===== src/rtl/fpu_pkg.sv =====
// Shared types and constants for the FPU adder-path alignment stage.
package fpu_pkg;

  typedef enum logic [1:0] {
    IDLE,
    CMP,
    SHIFT,
    OUT
  } state_t;

  // Guard, round and sticky bits appended below the aligned mantissa.
  localparam int unsigned GRS_BITS = 3;

  // Shift distance at or beyond which every mantissa bit lands in the sticky bit.
  function automatic int unsigned sat_limit(input int unsigned mant_width);
    return mant_width + GRS_BITS;
  endfunction

endpackage


===== src/rtl/fp_mag_compare.sv =====
// Magnitude compare of two raw {exp,mant} fields using a ripple subtractor.
module fp_mag_compare #(
  parameter int unsigned MANT_WIDTH = 24,
  parameter int unsigned EXP_WIDTH  = 8
) (
  input  logic [EXP_WIDTH-1:0]  exp_a,
  input  logic [MANT_WIDTH-1:0] mant_a,
  input  logic [EXP_WIDTH-1:0]  exp_b,
  input  logic [MANT_WIDTH-1:0] mant_b,
  output logic                  a_lt_b,
  output logic                  eq,
  output logic [EXP_WIDTH-1:0]  exp_diff
);

  localparam int unsigned W = EXP_WIDTH + MANT_WIDTH;

  logic [W-1:0] a;
  logic [W-1:0] nb;
  logic [W-1:0] diff;
  logic [W:0]   carry;

  assign a        = {exp_a, mant_a};
  assign nb       = ~{exp_b, mant_b};
  assign carry[0] = 1'b1;

  // A + ~B + 1: a carry out of the top bit means A >= B.
  for (genvar i = 0; i < W; i++) begin : g_fa
    assign diff[i]    = a[i] ^ nb[i] ^ carry[i];
    assign carry[i+1] = (a[i] & nb[i]) | (carry[i] & (a[i] ^ nb[i]));
  end

  assign a_lt_b   = ~carry[W];
  assign eq       = (diff == '0);
  assign exp_diff = a_lt_b ? (exp_b - exp_a) : (exp_a - exp_b);

endmodule


===== src/rtl/fp_operand_align.sv =====
// Orders an operand pair by magnitude and right-aligns the smaller mantissa
// into a {mant,G,R,S} field with an iterative sticky-preserving shifter.
module fp_operand_align
  import fpu_pkg::*;
#(
  parameter int unsigned MANT_WIDTH = 24,
  parameter int unsigned EXP_WIDTH  = 8,
  parameter int unsigned SHIFT_STEP = 4
) (
  input  logic                           clk,
  input  logic                           rst_n,
  input  logic                           in_valid,
  output logic                           in_ready,
  input  logic                           sign_a,
  input  logic                           sign_b,
  input  logic [EXP_WIDTH-1:0]           exp_a,
  input  logic [EXP_WIDTH-1:0]           exp_b,
  input  logic [MANT_WIDTH-1:0]          mant_a,
  input  logic [MANT_WIDTH-1:0]          mant_b,
  input  logic                           op_sub,
  output logic                           out_valid,
  input  logic                           out_ready,
  output logic [MANT_WIDTH-1:0]          big_mant,
  output logic [MANT_WIDTH+GRS_BITS-1:0] small_mant_ext,
  output logic [EXP_WIDTH-1:0]           res_exp,
  output logic                           res_sign,
  output logic                           eff_sub,
  output logic                           swapped,
  output logic                           equal_mag
);

  localparam int unsigned SW  = MANT_WIDTH + GRS_BITS;
  localparam int unsigned SAT = sat_limit(MANT_WIDTH);

  state_t state, next_state;

  logic                  sa_q, sb_q, op_q;
  logic [EXP_WIDTH-1:0]  ea_q, eb_q;
  logic [MANT_WIDTH-1:0] ma_q, mb_q;
  logic [SW-1:0]         shreg;
  logic [EXP_WIDTH-1:0]  rem;

  logic                  a_lt_b, eq;
  logic [EXP_WIDTH-1:0]  exp_diff;

  logic                  sat;
  int unsigned           k;
  logic [SW-1:0]         lost;
  logic [SW-1:0]         shifted;
  logic [SW-1:0]         shift_next;
  logic [EXP_WIDTH-1:0]  rem_next;

  fp_mag_compare #(
    .MANT_WIDTH(MANT_WIDTH),
    .EXP_WIDTH (EXP_WIDTH)
  ) u_cmp (
    .exp_a   (ea_q),
    .mant_a  (ma_q),
    .exp_b   (eb_q),
    .mant_b  (mb_q),
    .a_lt_b  (a_lt_b),
    .eq      (eq),
    .exp_diff(exp_diff)
  );

  assign small_mant_ext = shreg;

  // One shifter step: saturate to sticky-only, or shift by up to SHIFT_STEP
  // folding every bit that falls off the bottom into the sticky position.
  always_comb begin
    sat        = (32'(rem) >= SAT);
    k          = (32'(rem) < SHIFT_STEP) ? 32'(rem) : SHIFT_STEP;
    lost       = shreg & ~({SW{1'b1}} << k);
    shifted    = shreg >> k;
    shift_next = {shifted[SW-1:1], shifted[0] | (|lost)};
    rem_next   = rem - EXP_WIDTH'(k);
    if (sat) begin
      shift_next = {{(SW-1){1'b0}}, |shreg};
      rem_next   = '0;
    end
  end

  // State register.
  always_ff @(posedge clk or negedge rst_n) begin
    if (!rst_n) state <= IDLE;
    else        state <= next_state;
  end

  // Next-state and handshake outputs.
  always_comb begin
    next_state = state;
    in_ready   = 1'b0;
    out_valid  = 1'b0;
    case (state)
      IDLE: begin
        in_ready = 1'b1;
        if (in_valid) next_state = CMP;
      end
      CMP:   next_state = (exp_diff == '0) ? OUT : SHIFT;
      SHIFT: if (rem_next == '0) next_state = OUT;
      OUT: begin
        out_valid = 1'b1;
        if (out_ready) next_state = IDLE;
      end
      default: next_state = IDLE;
    endcase
  end

  // Operand capture, ordering and alignment datapath.
  always_ff @(posedge clk or negedge rst_n) begin
    if (!rst_n) begin
      sa_q      <= 1'b0;
      sb_q      <= 1'b0;
      op_q      <= 1'b0;
      ea_q      <= '0;
      eb_q      <= '0;
      ma_q      <= '0;
      mb_q      <= '0;
      shreg     <= '0;
      rem       <= '0;
      big_mant  <= '0;
      res_exp   <= '0;
      res_sign  <= 1'b0;
      eff_sub   <= 1'b0;
      swapped   <= 1'b0;
      equal_mag <= 1'b0;
    end else begin
      case (state)
        IDLE: if (in_valid) begin
          sa_q <= sign_a;
          sb_q <= sign_b;
          op_q <= op_sub;
          ea_q <= exp_a;
          eb_q <= exp_b;
          ma_q <= mant_a;
          mb_q <= mant_b;
        end
        CMP: begin
          big_mant  <= a_lt_b ? mb_q : ma_q;
          shreg     <= {(a_lt_b ? ma_q : mb_q), {GRS_BITS{1'b0}}};
          rem       <= exp_diff;
          res_exp   <= a_lt_b ? eb_q : ea_q;
          res_sign  <= a_lt_b ? (sb_q ^ op_q) : sa_q;
          eff_sub   <= op_q ^ sa_q ^ sb_q;
          swapped   <= a_lt_b;
          equal_mag <= eq;
        end
        SHIFT: begin
          shreg <= shift_next;
          rem   <= rem_next;
        end
        default: ;
      endcase
    end
  end

endmodule

===== config.mk =====
export PLATFORM = sky130hd
export DESIGN_NAME = fp_operand_align
export DESIGN_NICKNAME = d
export VERILOG_FILES = /design/src/rtl/fpu_pkg.sv /design/src/rtl/fp_mag_compare.sv /design/src/rtl/fp_operand_align.sv
export SDC_FILE = /design/constraint.sdc
export NUM_CORES = 1
export LEC_CHECK = 0
export CAP_MARGIN = 20
export CORE_MARGIN = 3
export CORE_UTILIZATION = 41
export DETAILED_ROUTE_END_ITERATION = 8
export HOLD_SLACK_MARGIN = 0.06
export PLACE_DENSITY = 0.74
export SLEW_MARGIN = 40
export SYNTH_ARGS = -nofsm -noshare
export SYNTH_HDL_FRONTEND = slang
export SYNTH_SLANG_ARGS = --single-unit

===== constraint.sdc =====
create_clock -name clk -period 23.8 [get_ports clk]
set_input_delay 3.57 -clock clk [delete_from_list [all_inputs] [get_ports clk]]
set_output_delay 3.57 -clock clk [all_outputs]
set_load 0.005 [all_outputs]

==> results of run 1 <==
cells in the final DEF (no fill, tap or decap), types with 3 or more instances in the layout:
master             n
dfrtp_1          140
a221oi_1          10
a211oi_1           4
o21a_1             3
o211ai_1           3
a31oi_1            6
bufinv_16          3
a21oi_1           63
nand3_1           11
o31ai_1            4
o22a_1            12
ha_1              21
xnor2_1            4
fa_1              32
inv_1             57
a22o_1             3
clkbuf_16         17
nand2_1           33
buf_4              7
xor2_1             3
o21ai_0           46
or2_2              3
nor2b_1            6
nor2_1            60
nor4_1            10
clkinvlp_4         4
buf_6              4
clkdlybuf4s50_1  134
o22ai_1           13
a211o_1            3
nand4_1            9
or3_1              3
mux2i_1           80
mux2_2            75
o221ai_1           3
sequential cells by signal (all words and copies together), names as in the netlist, 2 cells and up:
register and cells:
big_mant 24, ea_q 8, eb_q 8, ma_q 24, mb_q 24, rem 8
res_exp 8, small_mant_ext 27, state 2
worst max path at each step:
stage,start,slack [ps],end
floorplan,ma_q[0]$_DFFE_PN0P_,10570,state[0]$_DFFE_PN0P_
global placement,ma_q[0]$_DFFE_PN0P_,10090,state[0]$_DFFE_PN0P_
detailed placement,ma_q[0]$_DFFE_PN0P_,9930,state[0]$_DFFE_PN0P_
CTS,ma_q[0]$_DFFE_PN0P_,9830,state[0]$_DFFE_PN0P_
global route,ma_q[0]$_DFFE_PN0P_,9160,state[0]$_DFFE_PN0P_
finish,ma_q[0]$_DFFE_PN0P_,9790,state[0]$_DFFE_PN0P_
report_power, final:
part / switching (µW) / internal [µW] / total (µW)
sequential: 168 / 366 / 534
combinational: 547 / 528 / 1080
clock: 106 / 166 / 272
stage by stage:
stage | setup slack, ps | cell area, µm² | util | total power, µW
3_3_place_gp | 10090 | 10100 | 0.497 | 1560
2_1_floorplan | 10570 | 8510 | - | 1230
5_1_grt | 9160 | 10700 | 0.528 | 2040
6_report | 9790 | 10700 | 0.528 | 1880
4_1_cts | 9830 | 10700 | 0.528 | 1880
3_5_place_dp | 9930 | 10100 | 0.498 | 1590
cells by family (layout without fill, tap and decap cells):
group / after synthesis / in the layout
xor+xnor: 7 / 7
other cells: 2 / 2
fa+ha+maj: 55 / 55
flops: 140 / 140
simple gates: 150 / 150
compound gates: 189 / 189
buf+inv: 109 / 235
mux: 157 / 157
final cells by class:
cell class | count | area (µm²)
Fill cell | 1758 | 9590
Multi-Input combinational cell | 560 | 4610
Sequential cell | 140 | 3500
Timing Repair Buffer | 145 | 1440
Clock buffer | 19 | 433
Tap cell | 270 | 338
Inverter | 58 | 218
Clock inverter | 13 | 168
routing by layer:
layer  wire (µm)  part of all wire  global-route usage  vias up
met2       10100              0.45               0.296      287
met5           0                 0                   0        -
met4         371             0.017              0.0554        0
met3        1490             0.067              0.0427       28
met1       10400              0.46               0.304     3291
li1            -                 -                   -     3119
==> reports/results.tsv, run 1 <==
stage	metric	value	unit
status	outcome	completed	
critical_path	crit path DAT	14320	ps
clocking	total CTS buffers	17	
synthesis	Synth Area in Adders	0.110	
die	Top Ports	136	
sta	RSZ-0062 raised after global routing	false	
clocking	Max clock buf depth	2	
sta	worst hold margin	508	ps
critical_path	Crit Path Class	flop to flop	
synthesis	post-synth top area cell	dfrtp_1	
critical_path	slowest CP cell	fa_4	
synthesis	share of the synthesized area in the top cell type	0.412	
final_layout	Area growth syn-to-layout	25.9	%
grt	initial antenna violation count	0	
grt	grt ovf	0	
grt	first-pass GRT wire length	35900	µm
die	die area	22500	µm²
synthesis	Synth Register Bits	140	
critical_path	CP startpoint kind	flop	
routing	vias	6725	
synthesis	sequential share of the synthesized area	0.412	
synthesis	Synth Cell Area	8510	µm²
critical_path	R2R depth	43	
synthesis	synth top area cells	dfrtp_1 (41%), mux2_2 (9.9%), mux2i_1 (9.4%)	
sta	setup TNS	0	ps
synthesis	syn nets	935	
clocking	Reg clk slew, reported paths	60	ps
critical_path	Critical Path Fanout Max	8	
sta	Final Hold Violating Endpoints	0	
synthesis	Compound-Gate Fraction of Synth Area	0.139	
synthesis	Syn. warnings	0	
power_and_ir_drop	Lkg Pwr	0.00468	µW
critical_path	cell mode on critical path	fa_1	
power_and_ir_drop	worst vdd ir	118	µV
clocking	clock sink count	140	
place	Final Wtd Congestion	0.897	
clocking	Resized Gates After CTS	0	
synthesis	most frequent cell after synthesis	dfrtp_1	
sta	fmax	0.0714	GHz
synthesis	asr flop ratio synth	1.00	
synthesis	Simple-Gate Fraction of Synth Area	0.0834	
grt	vias in the first global route	6590	
worst_hold_path	Hold Startpoint	swapped$_DFFE_PN0P_	
place	dpl cells	1173	
final_layout	share of layout cells above drive strength 1	0.137	
routing	Wirelength per Cell	18.6	µm
synthesis	EDFF count, synth	0	
clocking	H-Tree Depth	4	
clocking	Clock Latency Late Sink	420	ps
clocking	CTS tree	yes	
critical_path	R2R setup slack	9790	ps
final_layout	diode count	0	
clocking	post-CTS setup buffer count	0	
sta	Final Max Slew Viols	0	
routing	drt first-iter violations	615	
synthesis	XOR/XNOR Fraction of Synth Area	0.00720	
sta	post-route minimum period	14010	ps
worst_hold_path	Hold WC Path Type	flop to flop	
die	Core Footprint	20300	µm²
routing	via/cell ratio	5.58	
synthesis	Syn Inst Count	809	
critical_path	CP peak stage delay	500	ps
place	Port Buf Inserts	135	
synthesis	Synth Area per Inst	10.5	µm²
die	Die Width	150	µm
routing	DRT Pass-1 Iters	5	
sta	Layout Skew	12.2	ps
synthesis	Distinct cells, synth	58	
grt	largest net degree at the start of global routing	76	
critical_path	WP buf/inv	5	
routing	Routed Antenna Nets	0	
critical_path	Crit path depth	43	
die	Initial Util	0.419	
critical_path	R2R Path End	state[0]$_DFFE_PN0P_	
sta	final setup fails	0	
synthesis	mux share of post-synthesis cell area	0.199	
clocking	cts hold-fix bufs	0	
final_layout	NumNets Final	1048	
power_and_ir_drop	Pwr Density	176	nW/µm²
clocking	root buffer cell	clkbuf_16	
job	max-cap viol count	0	
routing	Total Wirelength	22400	µm
die	Chip Height	150	µm
worst_hold_path	Cells on Worst Hold Path	1	
final_layout	Non-Filler Instances	1205	
critical_path	Worst path top cell family by delay	adder cells	
sta	period utilisation layout	0.588	
critical_path	Critical Path RT	24120	ps
critical_path	crit end category	flop	
synthesis	Top FF cell, synth	dfrtp_1	
synthesis	Synth top cells by count	dfrtp_1 (140), mux2i_1 (80), mux2_2 (75)	
synthesis	main combinational cell family by area after synthesis	multiplexers	
sta	Worst Tran Pin Value	806	ps
critical_path	r2r startpoint	ma_q[0]$_DFFE_PN0P_	
sta	Max transition margin	0.463	
routing	# DRC	0	
grt	All-Layer GR Usage	0.202	
place	HPWL Detailed	15800	µm
die	row count	52	
worst_hold_path	Hold EP	swapped$_DFFE_PN0P_	
Power figures use the tool's default switching activity.
==> run 2, diff against run 1 <==
==> constraint.sdc (replaced) <==
create_clock -name clk -period 14.27 [get_ports clk]
set_input_delay 2.1405 -clock clk [delete_from_list [all_inputs] [get_ports clk]]
set_output_delay 2.1405 -clock clk [all_outputs]
set_load 0.005 [all_outputs]
==> run 2 against run 1 <==
- final area rose by 1.3%
- sequential share of layout area shrank 0.42 points
- worst setup slack got worse by 9300 ps
- flip-flop and latch count unchanged
==> reports/results.tsv, run 2 (synthesis results as in run 1) <==
stage	metric	value	unit	change
die	Initial Util	0.419		unchanged
status	outcome	completed		
sta	RSZ-0062 raised after global routing	false		
worst_hold_path	Cells on Worst Hold Path	1		unchanged
die	Chip Height	150	µm	unchanged
sta	Final Max Slew Viols	0		unchanged
final_layout	diode count	0		unchanged
grt	first-pass GRT wire length	36500	µm	+1.8%
critical_path	Critical Path RT	14590	ps	-9530 ps
sta	Worst Slack Setup Final	532	ps	-9260 ps
critical_path	CP peak stage delay	560	ps	+60 ps
job	max-cap viol count	0		unchanged
routing	Routed Antenna Nets	0		unchanged
final_layout	max FFs per register	27		unchanged
worst_hold_path	Hold WC Path Type	flop to flop		
place	Final Wtd Congestion	0.883		-1.5%
critical_path	crit end category	flop		
grt	grt ovf	0		unchanged
grt	largest net degree at the start of global routing	81		+6.6%
power_and_ir_drop	worst vdd ir	175	µV	+48%
critical_path	R2R setup slack	530	ps	-9260 ps
power_and_ir_drop	Lkg Pwr	0.00476	µW	+1.8%
critical_path	Worst path top cell family by delay	adder cells		
critical_path	r2r startpoint	ma_q[0]$_DFFE_PN0P_		
sta	period utilisation layout	0.963		+0.374
routing	Total Wirelength	22700	µm	+1.6%
critical_path	Crit Path Class	flop to flop		
sta	Final Hold Violating Endpoints	0		unchanged
power_and_ir_drop	Pwr Density	296	nW/µm²	+68%
clocking	H-Tree Depth	4		unchanged
final_layout	highest-count cells in the layout ignoring fill and taps	dfrtp_1 (140), clkdlybuf4s50_1 (134), mux2i_1 (80)		
final_layout	share of layout cells above drive strength 1	0.157		+0.0204
power_and_ir_drop	PnR Total Power	3210	µW	+71%
grt	initial antenna violation count	0		unchanged
critical_path	Crit path depth	45		+4.7%
die	die area	22500	µm²	unchanged
final_layout	most common cell after layout, fill and taps aside	dfrtp_1		
place	pre-CTS WS	433	ps	-9500 ps
grt	All-Layer GR Usage	0.205		+0.00289
critical_path	slowest CP cell	fa_4		
critical_path	CP startpoint kind	flop		
power_and_ir_drop	Clock Power Share	0.140		-0.004
clocking	Clock Latency Late Sink	420	ps	about the same
sta	Max transition margin	0.458		-0.00483
final_layout	Area growth syn-to-layout	27.5	%	
die	Die Width	150	µm	unchanged
routing	Wirelength per Cell	18.7	µm	+0.60%
sta	Layout Skew	9.77	ps	-2.42 ps
clocking	clock sink count	140		unchanged
clocking	Max clock buf depth	2		unchanged
routing	# DRC	0		unchanged
final_layout	fill count	1757		-0.057%
critical_path	WP buf/inv	7		+2
clocking	Reg clk slew, reported paths	60	ps	about the same
critical_path	Critical Path Fanout Max	6		-2
final_layout	NumNets Final	1062		+1.3%
power_and_ir_drop	switching share of power	0.432		-0.00447
sta	post-route minimum period	13740	ps	-268 ps
critical_path	R2R Path End	state[0]$_DFFE_PN0P_		
worst_hold_path	Hold Startpoint	eff_sub$_DFFE_PN0P_		
critical_path	cell mode on critical path	fa_1		
worst_hold_path	Hold EP	eff_sub$_DFFE_PN0P_		
die	Top Ports	136		unchanged
die	row count	52		unchanged
clocking	cts hold-fix bufs	0		unchanged
routing	DRT Pass-1 Iters	5		unchanged
sta	setup TNS	0	ps	unchanged
routing	via/cell ratio	5.62		+0.77%
power_and_ir_drop	sequential power share	0.280		-0.004
place	HPWL Detailed	15800	µm	about the same
clocking	CTS tree	yes		
critical_path	R2R depth	45		+4.7%
sta	final setup fails	0		unchanged
grt	vias in the first global route	6787		+3.0%
critical_path	crit path DAT	14060	ps	-260 ps
routing	vias	6844		+1.8%
routing	drt first-iter violations	612		-0.49%
power_and_ir_drop	Logic pwr share	0.580		+0.008
critical_path	Worst Setup SP	ma_q[0]$_DFFE_PN0P_		
sta	Worst Tran Pin Value	813	ps	+7.25 ps
die	Core Footprint	20300	µm²	unchanged
sta	fmax	0.0728	GHz	+2.0%
power_and_ir_drop	internal power	1820	µW	+72%
clocking	total CTS buffers	17		unchanged
power_and_ir_drop	Net Switching	1390	µW	+69%
place	Port Buf Inserts	135		unchanged
clocking	root buffer cell	clkbuf_16		
[run 2: cell type report]
class                           instances  area (µm²)  share of cell area
Clock buffer                           19         453              0.0417
Clock inverter                         11         144              0.0133
Inverter                               58         218              0.0201
Multi-Input combinational cell        560        4640               0.428
Sequential cell                       140        3500               0.323
Tap cell                              270         338              0.0311
Timing Repair Buffer                  159        1550               0.143
[run 2: worst max path at each step]
stage | to | slack, ps
6_report | state[0]$_DFFE_PN0P_ | 530
5_1_grt | state[0]$_DFFE_PN0P_ | 20
4_1_cts | state[0]$_DFFE_PN0P_ | 350
3_5_place_dp | state[0]$_DFFE_PN0P_ | 430
3_3_place_gp | state[0]$_DFFE_PN0P_ | 600
2_1_floorplan | state[0]$_DFFE_PN0P_ | 1040
[run 2: stage by stage]
step	cells	area, µm²	hold slack [ps]	util
global placement	1172	10100	490	0.497
finish	1217	10900	506	0.535
detailed placement	1173	10100	495	0.499
global route	1217	10900	524	0.535
CTS	1203	10700	509	0.528
floorplan	809	8510	479	-
[run 2: power by group through the flow]
| stage | sequential, µW | clock (µW) | combinational [µW] |
|---|---|---|---|
| 2_1_floorplan | 794 | 0 | 1250 |
| 3_3_place_gp | 892 | 0 | 1720 |
| 3_5_place_dp | 895 | 0 | 1760 |
| 4_1_cts | 892 | 458 | 1780 |
| 5_1_grt | 932 | 475 | 2070 |
| 6_report | 898 | 451 | 1860 |
[run 2: what timing repair did]
action,in CTS,in global routing
buffers inserted,0,14
endpoints found under the setup margin,0,6
resized for setup,0,6
[run 2: worst register-to-register path: cells and delay by family (launching register included)]
kind,cells,cell delay (ps)
AOI/OAI and AO/OA,3,410
DFF,1,360
buffers and inverters,7,660
adders and majority gates,32,11710
and+or+nand+nor,2,220
xor gates and xnor gates,1,290
[run 2: per-layer routing]
layer	global-route usage	vias up	routed length (µm)
li1	-	3147	-
met1	0.301	3371	10200
met2	0.307	298	10300
met3	0.0463	28	1840
met4	0.0554	0	344
met5	0	-	0
